<file path="config.mk">
export PLATFORM = sky130hd
export DESIGN_NAME = buyruk_yukleyici_flat
export DESIGN_NICKNAME = d
export VERILOG_FILES = /design/src/rtl/buyruk_yukleyici_if.sv /design/src/rtl/buyruk_yukleyici.sv /design/src/flat_wrapper.sv
export SDC_FILE = /design/constraint.sdc
export NUM_CORES = 1
export LEC_CHECK = 0
export ABC_AREA = 0
export CORE_ASPECT_RATIO = 0.9
export CORE_MARGIN = 8
export CORE_UTILIZATION = 35
export CTS_CLUSTER_DIAMETER = 100
export DETAILED_ROUTE_END_ITERATION = 6
export SLEW_MARGIN = 20
export SYNTH_ARGS = -nofsm -noshare
export SYNTH_HDL_FRONTEND = slang
export SYNTH_SLANG_ARGS = --single-unit
</file>
<file path="constraint.sdc">
create_clock -name clk -period 4.25 [get_ports clk]
set_clock_uncertainty 0.1 [all_clocks]
set_input_delay 0.85 -clock clk [delete_from_list [all_inputs] [get_ports clk]]
set_output_delay 0.85 -clock clk [all_outputs]
set_load 0.1 [all_outputs]
</file>
<file path="src/rtl/buyruk_yukleyici_if.sv">
// ----------------------------------------------------------------------------
// buyruk_yukleyici_if
//  Groups the loader's byte-stream handshake and the instruction-memory write
//  port into one bundle.
//  Signals:
//   bayt_gecerli  source -> loader   source has a byte on bayt
//   bayt[7:0]     source -> loader   incoming byte
//   bayt_hazir    loader -> source   loader accepts a byte this cycle
//   yaz_aktif     loader -> memory   one-cycle write strobe
//   yaz_adres     loader -> memory   byte address of the word being written
//   yaz_veri      loader -> memory   word being written
//   cekirdek_rst  loader -> core     core reset, 1 while loading
//   yukleme_bitti loader -> system   load complete
//   hata          loader -> system   word count exceeded capacity
//  Modports:
//   slave   the loader block itself
//   master  the environment around it (byte source, memory, core)
// ----------------------------------------------------------------------------
interface buyruk_yukleyici_if;
    logic        bayt_gecerli;
    logic [7:0]  bayt;
    logic        bayt_hazir;
    logic        yaz_aktif;
    logic [31:0] yaz_adres;
    logic [31:0] yaz_veri;
    logic        cekirdek_rst;
    logic        yukleme_bitti;
    logic        hata;

    modport slave (
        input  bayt_gecerli,
        input  bayt,
        output bayt_hazir,
        output yaz_aktif,
        output yaz_adres,
        output yaz_veri,
        output cekirdek_rst,
        output yukleme_bitti,
        output hata
    );

    modport master (
        output bayt_gecerli,
        output bayt,
        input  bayt_hazir,
        input  yaz_aktif,
        input  yaz_adres,
        input  yaz_veri,
        input  cekirdek_rst,
        input  yukleme_bitti,
        input  hata
    );
endinterface

</file>
<file path="src/rtl/buyruk_yukleyici.sv">
// ----------------------------------------------------------------------------
// buyruk_yukleyici
//  Writer side of the instruction memory. Receives a little-endian byte stream
//  (4-byte word count N, then N 4-byte words) over a valid/ready handshake and
//  writes each word into the instruction memory with a one-cycle strobe. Keeps
//  the core in reset while loading and releases it after the last write.
//  Parameters:
//   BASLANGIC_ADRES  byte address of the first instruction word
//   MAKS_BUYRUK      instruction memory capacity in 32-bit words
//  Ports:
//   clk     in   rising-edge clock
//   rst     in   synchronous, active-high reset
//   io_bus  slave modport of buyruk_yukleyici_if (handshake, write port,
//           core reset and status)
//  All outputs are registered.
// ----------------------------------------------------------------------------
module buyruk_yukleyici #(
    parameter logic [31:0] BASLANGIC_ADRES = 32'h0000_0000,
    parameter int unsigned MAKS_BUYRUK     = 1024
) (
    input  logic                  clk,
    input  logic                  rst,
    buyruk_yukleyici_if.slave     io_bus
);

    localparam logic [31:0] MAKS = 32'(MAKS_BUYRUK);

    typedef enum logic [2:0] {
        SAYI_AL,
        VERI_AL,
        YAZ,
        BITTI,
        HATA
    } durum_t;

    // State and datapath registers
    durum_t      r_durum;
    logic [1:0]  r_bayt_say;   // byte position within the current 4-byte group
    logic [31:0] r_sayi;       // word count N (shift-assembled)
    logic [31:0] r_kelime;     // word being assembled
    logic [31:0] r_indeks;     // 0-based index of the next word to write

    // Registered outputs
    logic        r_hazir;
    logic        r_yaz_aktif;
    logic [31:0] r_yaz_adres;
    logic [31:0] r_yaz_veri;
    logic        r_cek_rst;
    logic        r_bitti;
    logic        r_hata;

    // Next-state / next-value signals
    durum_t      w_sonraki;
    logic [1:0]  w_bayt_say_d;
    logic [31:0] w_sayi_d;
    logic [31:0] w_kelime_d;
    logic [31:0] w_indeks_d;
    logic [31:0] w_yaz_adres_d;
    logic [31:0] w_yaz_veri_d;

    logic        w_kabul;
    logic [31:0] w_sayi_yeni;
    logic [31:0] w_kelime_yeni;
    logic [31:0] w_indeks_art;

    assign w_kabul = io_bus.bayt_gecerli && r_hazir;

    // Bytes arrive least-significant first, so shifting each new byte in at
    // the top leaves byte k in bits [8k+7:8k] after the 4th byte.
    assign w_sayi_yeni   = {io_bus.bayt, r_sayi[31:8]};
    assign w_kelime_yeni = {io_bus.bayt, r_kelime[31:8]};
    assign w_indeks_art  = r_indeks + 32'd1;

    // NOTE: every signal assigned here gets a default first; a path that
    // leaves one unassigned would infer a latch.
    always_comb begin
        w_sonraki     = r_durum;
        w_bayt_say_d  = r_bayt_say;
        w_sayi_d      = r_sayi;
        w_kelime_d    = r_kelime;
        w_indeks_d    = r_indeks;
        w_yaz_adres_d = r_yaz_adres;
        w_yaz_veri_d  = r_yaz_veri;

        unique case (r_durum)
            SAYI_AL: begin
                if (w_kabul) begin
                    w_sayi_d     = w_sayi_yeni;
                    w_bayt_say_d = r_bayt_say + 2'd1;
                    if (r_bayt_say == 2'd3) begin
                        if (w_sayi_yeni == 32'd0) begin
                            w_sonraki = BITTI;
                        end else if (w_sayi_yeni > MAKS) begin
                            w_sonraki = HATA;
                        end else begin
                            w_sonraki = VERI_AL;
                        end
                    end
                end
            end

            VERI_AL: begin
                if (w_kabul) begin
                    w_kelime_d   = w_kelime_yeni;
                    w_bayt_say_d = r_bayt_say + 2'd1;
                    if (r_bayt_say == 2'd3) begin
                        w_sonraki     = YAZ;
                        w_yaz_veri_d  = w_kelime_yeni;
                        // Address wraps modulo 2^32 by truncation.
                        w_yaz_adres_d = BASLANGIC_ADRES + {r_indeks[29:0], 2'b00};
                    end
                end
            end

            YAZ: begin
                w_indeks_d = w_indeks_art;
                w_sonraki  = (w_indeks_art == r_sayi) ? BITTI : VERI_AL;
            end

            BITTI: w_sonraki = BITTI;
            HATA:  w_sonraki = HATA;

            default: w_sonraki = SAYI_AL;
        endcase
    end

    // Outputs are decoded from the next state and registered, so each one
    // reflects the state that is current during the cycle it is seen.
    // NOTE: sequential state uses non-blocking assignments so every register
    // samples the pre-edge values, independent of statement order.
    always_ff @(posedge clk) begin
        if (rst) begin
            r_durum     <= SAYI_AL;
            r_bayt_say  <= 2'd0;
            r_sayi      <= 32'd0;
            r_kelime    <= 32'd0;
            r_indeks    <= 32'd0;
            r_hazir     <= 1'b1;
            r_yaz_aktif <= 1'b0;
            r_yaz_adres <= BASLANGIC_ADRES;
            r_yaz_veri  <= 32'd0;
            r_cek_rst   <= 1'b1;
            r_bitti     <= 1'b0;
            r_hata      <= 1'b0;
        end else begin
            r_durum     <= w_sonraki;
            r_bayt_say  <= w_bayt_say_d;
            r_sayi      <= w_sayi_d;
            r_kelime    <= w_kelime_d;
            r_indeks    <= w_indeks_d;
            r_hazir     <= (w_sonraki == SAYI_AL) || (w_sonraki == VERI_AL);
            r_yaz_aktif <= (w_sonraki == YAZ);
            r_yaz_adres <= w_yaz_adres_d;
            r_yaz_veri  <= w_yaz_veri_d;
            r_cek_rst   <= (w_sonraki != BITTI);
            r_bitti     <= (w_sonraki == BITTI);
            r_hata      <= (w_sonraki == HATA);
        end
    end

    assign io_bus.bayt_hazir    = r_hazir;
    assign io_bus.yaz_aktif     = r_yaz_aktif;
    assign io_bus.yaz_adres     = r_yaz_adres;
    assign io_bus.yaz_veri      = r_yaz_veri;
    assign io_bus.cekirdek_rst  = r_cek_rst;
    assign io_bus.yukleme_bitti = r_bitti;
    assign io_bus.hata          = r_hata;

endmodule
</file>
<file path="src/flat_wrapper.sv">
// flat-port wrapper written by rule: the top's interface ports become plain ports
module buyruk_yukleyici_flat 
#(
    parameter logic [31:0] BASLANGIC_ADRES = 32'h0000_0000,
    parameter int unsigned MAKS_BUYRUK     = 1024
)
  (clk, rst, io_bus_bayt_gecerli, io_bus_bayt, io_bus_bayt_hazir, io_bus_yaz_aktif, io_bus_yaz_adres, io_bus_yaz_veri, io_bus_cekirdek_rst, io_bus_yukleme_bitti, io_bus_hata);
  buyruk_yukleyici_if io_bus_i ();
  input  logic clk;
  input  logic rst;
  input wire logic [$bits(io_bus_i.bayt_gecerli)-1:0] io_bus_bayt_gecerli;
  input wire logic [$bits(io_bus_i.bayt)-1:0] io_bus_bayt;
  output wire logic [$bits(io_bus_i.bayt_hazir)-1:0] io_bus_bayt_hazir;
  output wire logic [$bits(io_bus_i.yaz_aktif)-1:0] io_bus_yaz_aktif;
  output wire logic [$bits(io_bus_i.yaz_adres)-1:0] io_bus_yaz_adres;
  output wire logic [$bits(io_bus_i.yaz_veri)-1:0] io_bus_yaz_veri;
  output wire logic [$bits(io_bus_i.cekirdek_rst)-1:0] io_bus_cekirdek_rst;
  output wire logic [$bits(io_bus_i.yukleme_bitti)-1:0] io_bus_yukleme_bitti;
  output wire logic [$bits(io_bus_i.hata)-1:0] io_bus_hata;
  assign io_bus_i.bayt_gecerli = io_bus_bayt_gecerli;
  assign io_bus_i.bayt = io_bus_bayt;
  assign io_bus_bayt_hazir = io_bus_i.bayt_hazir;
  assign io_bus_yaz_aktif = io_bus_i.yaz_aktif;
  assign io_bus_yaz_adres = io_bus_i.yaz_adres;
  assign io_bus_yaz_veri = io_bus_i.yaz_veri;
  assign io_bus_cekirdek_rst = io_bus_i.cekirdek_rst;
  assign io_bus_yukleme_bitti = io_bus_i.yukleme_bitti;
  assign io_bus_hata = io_bus_i.hata;
  buyruk_yukleyici #(.BASLANGIC_ADRES(BASLANGIC_ADRES), .MAKS_BUYRUK(MAKS_BUYRUK)) u_core (.clk(clk), .rst(rst), .io_bus(io_bus_i));
endmodule
</file>
==> run summary <==
* **result of the run** finished, final reports clean
* **grt ovf** 0
* **clock share of power** 50.0%
* **Filler Cells Inserted** 2048
* **HPWL after detailed placement** 12600 um
* **slew at the pin with the worst max-slew slack** 1020 ps
* **total negative slack** 0 ps
* **I/O Pins** 80
* **Final Power** 3290 uW
* **synthesized cell area** 0.00700 sq mm
* **start-to-end type of the worst setup path** flip-flop to flip-flop
* **buffer levels on the longest clock path** 2
* **top cells by count, synth** 267 x sky130_fd_sc_hd__nand2_1, 160 x sky130_fd_sc_hd__dfxtp_1, 132 x sky130_fd_sc_hd__a21oi_1
* **cts hold-fix bufs** 0
* **met3 layer wire length in the routed design** 1040 um
* **number of instances in the synthesized netlist** 889
* **Final Net Count** 942
* **HP Class** flip-flop to flip-flop
* **portion of total power attributed to sequential cells** 46.5%
* **count of warnings emitted by yosys** 0
* **required time at the worst-slack endpoint** 4510 ps
* **highest clock rate** 300 MHz
* **overall via count from detail_route** 6069
* **number of antenna cells inserted** 0
* **top fanout value on the critical path** 10
* **floorplan core area** 0.0198 sq mm
* **count of final setup violators** 0
* **GRT Util Overall** 15.1%
* **synthesis-to-finish area growth** 21.9%
* **pin count of the biggest net entering global routing** 96
* **worst relative slew slack** 31.8%
* **Post-CTS Resized** 0
* **vias per cell** 5.07
* **Worst EP arrival** 3590 ps
* **RSZ-0062 raised after global routing** false
* **fin crit share** 78.5%
* **count of nets left with antenna violations after detail routing** 0
* **clock latency on the worst-skew pair** 430 ps
* **clock transition at the registers of the reported paths** 70 ps
* **antenna violations before repair** 0
* **post-route met1 wirelength** 9150 um
* **Max Cap Violations** 0
* **CTS HTree Levels** 4
* **minimum clock period** 3340 ps
* **layout cells sized above 1** 6.37%
* **Die Y-Extent** 150 um
* **Starting DRT DRC Count** 460
* **starting density of the core** 35.4%
* **global-route wire length before repair** 29800 um
* **die extent in x** 165 um
* **final slew viol count** 0
* **clock buffers created by TritonCTS** 17
* **FFs w/ async S/R, synth** 0%
* **area share of the largest cell type after synthesis** 45.7%
* **floorplan die area** 0.0248 sq mm
* **DR pass1 iterations** 5
* **clock tree from TritonCTS** built
* **top cell type by total area after synthesis** sky130_fd_sc_hd__dfxtp_1
* **count of clock tree sinks** 160
* **final wirelength** 18300 um
* **row cnt** 49
* **most frequent cell after synthesis** sky130_fd_sc_hd__nand2_1
* **Pwr Density** 385 mW/mm^2
* **Setup crit end kind** flip-flop
* **switching power share of the total** 22.6%
* **sequential cell area fraction in the yosys report** 45.7%
* **routed wl met2** 7800 um
* **Post-CTS Setup Repair Bufs** 0
* **total leakage power** 0.00283 uW
* **clock root buffer** sky130_fd_sc_hd__clkbuf_16
* **combinational share of power** 3.5%
* **Internal Dissipation** 2540 uW
* **post-synthesis area per instance** 7.88 sq um
* **Post-synth EDFFs** 0
* **number of global-route vias before repair** 5590
* **DRC viols** 0
* **top cells by area, synth** sky130_fd_sc_hd__dfxtp_1 46%, sky130_fd_sc_hd__nand2_1 14%, sky130_fd_sc_hd__a21oi_1 9.4%, sky130_fd_sc_hd__xnor2_1 5.1%, sky130_fd_sc_hd__xor2_1 3.5%
* **Final Hold Viols** 0
* **NetSw** 744 uW
* **top layer used by detailed routing** met4
* **Port Buf Inserts** 77
* **most used flip-flop cell after synthesis** sky130_fd_sc_hd__dfxtp_1
* **crit path launch type** flip-flop
* **final weighted congestion of routability-driven global placement** 0.874
* **count of state elements after synthesis** 160
* **number of distinct standard cells referenced by the synthesized netlist** 55
* **routed len/inst** 15.3 um
* **maximum resistive drop on vdd** 0.260 mV
## power groups by stage
stage,combinational [uW],clock (uW),sequential (uW)
2_1_floorplan,80.7,0,1560
3_3_place_gp,114,0,1560
3_5_place_dp,114,0,1560
4_1_cts,115,1680,1530
5_1_grt,126,1750,1530
6_report,114,1640,1530
## registers in the layout, indices dropped and copies added, names as in the netlist, 2 cells and up
signal                   flops
u_core.r_indeks             32
u_core.io_bus.yaz_veri      32
u_core.r_kelime             24
u_core.r_sayi               32
u_core.io_bus.yaz_adres     30
u_core.r_bayt_say            2
u_core.r_durum               3
## critical path: stages (launching register included)
cell and delay [ps]:
sky130_fd_sc_hd__dfxtp_1 520, sky130_fd_sc_hd__ha_1 350, sky130_fd_sc_hd__nand4_4 230, sky130_fd_sc_hd__or4_4 630
sky130_fd_sc_hd__xnor2_1 160, sky130_fd_sc_hd__o32ai_2 100, sky130_fd_sc_hd__o2111ai_1 140, sky130_fd_sc_hd__or4_4 520
sky130_fd_sc_hd__o31ai_4 320, sky130_fd_sc_hd__nor2b_1 180
## logic make-up (layout without fill, tap and decap cells)
logic type      Yosys count  in the layout  share of synthesized area, %
other cells               1              2                        0.0536
flops                   160            160                          45.7
compound gates          163            163                          12.9
simple gates            422            422                          27.9
buf+inv                  71            123                          4.25
fa+ha+maj                 2              2                         0.357
xor+xnor                 69             69                          8.63
mux                       1              1                         0.143
## cells in the final DEF, fill, tap and decap left out, types with 9 or more instances in the layout
cell,instances
sky130_fd_sc_hd__dfxtp_1,160
sky130_fd_sc_hd__nand2_1,266
sky130_fd_sc_hd__nand4_1,22
sky130_fd_sc_hd__xnor2_1,41
sky130_fd_sc_hd__clkdlybuf4s50_1,76
sky130_fd_sc_hd__nor2_1,45
sky130_fd_sc_hd__clkbuf_16,17
sky130_fd_sc_hd__nand3_1,14
sky130_fd_sc_hd__nor4_1,9
sky130_fd_sc_hd__and3_1,9
sky130_fd_sc_hd__xor2_1,28
sky130_fd_sc_hd__buf_4,13
sky130_fd_sc_hd__a21oi_1,132
sky130_fd_sc_hd__o21ai_0,10
sky130_fd_sc_hd__nor3_1,14
## routing by layer
metal  track usage, %  up-vias
li1                 -     3060
met1             21.1     2840
met2             21.7      150
met3             3.85       19
met4             5.99        0
met5                0        -
## path summary, 6_finish.rpt
check                                           startpoint                     endpoint  slack (ps)  depth (start not counted)
worst max-delay path                    u_core.r_indeks[0]  u_core.io_bus.yukleme_bitti         910                          9
worst min-delay path            u_core.io_bus.yaz_adres[7]   u_core.io_bus.yaz_adres[7]         350                          2
worst max register to register          u_core.r_indeks[0]  u_core.io_bus.yukleme_bitti         910                          9
worst min register to register  u_core.io_bus.yaz_adres[7]   u_core.io_bus.yaz_adres[7]         350                          2
## layout make-up
cell class                 count  area, sq um  share of cell area [%]
clock buffer                  18          429                    5.03
multi-input combinational    659         3510                    41.2
timing repair buffer          89          858                    10.1
sequential                   160         3200                    37.5
tap                          255          319                    3.74
clock inverter                14          203                    2.38
inverter                       2         7.51                  0.0880
## metrics by stage
| stage | worst slack [ps] | util [%] | hold WS (ps) | instances | area (sq um) |
|---|---|---|---|---|---|
| floorplan | 1270 | - | 332 | 890 | 7010 |
| global route | 686 | 43.1 | 370 | 1197 | 8530 |
| global placement | 779 | 39.9 | 340 | 1165 | 7900 |
| finish | 913 | 43.1 | 353 | 1197 | 8530 |
| CTS | 874 | 43.1 | 353 | 1197 | 8530 |
| detailed placement | 783 | 39.9 | 347 | 1165 | 7900 |
Power figures use the tool's default switching activity.
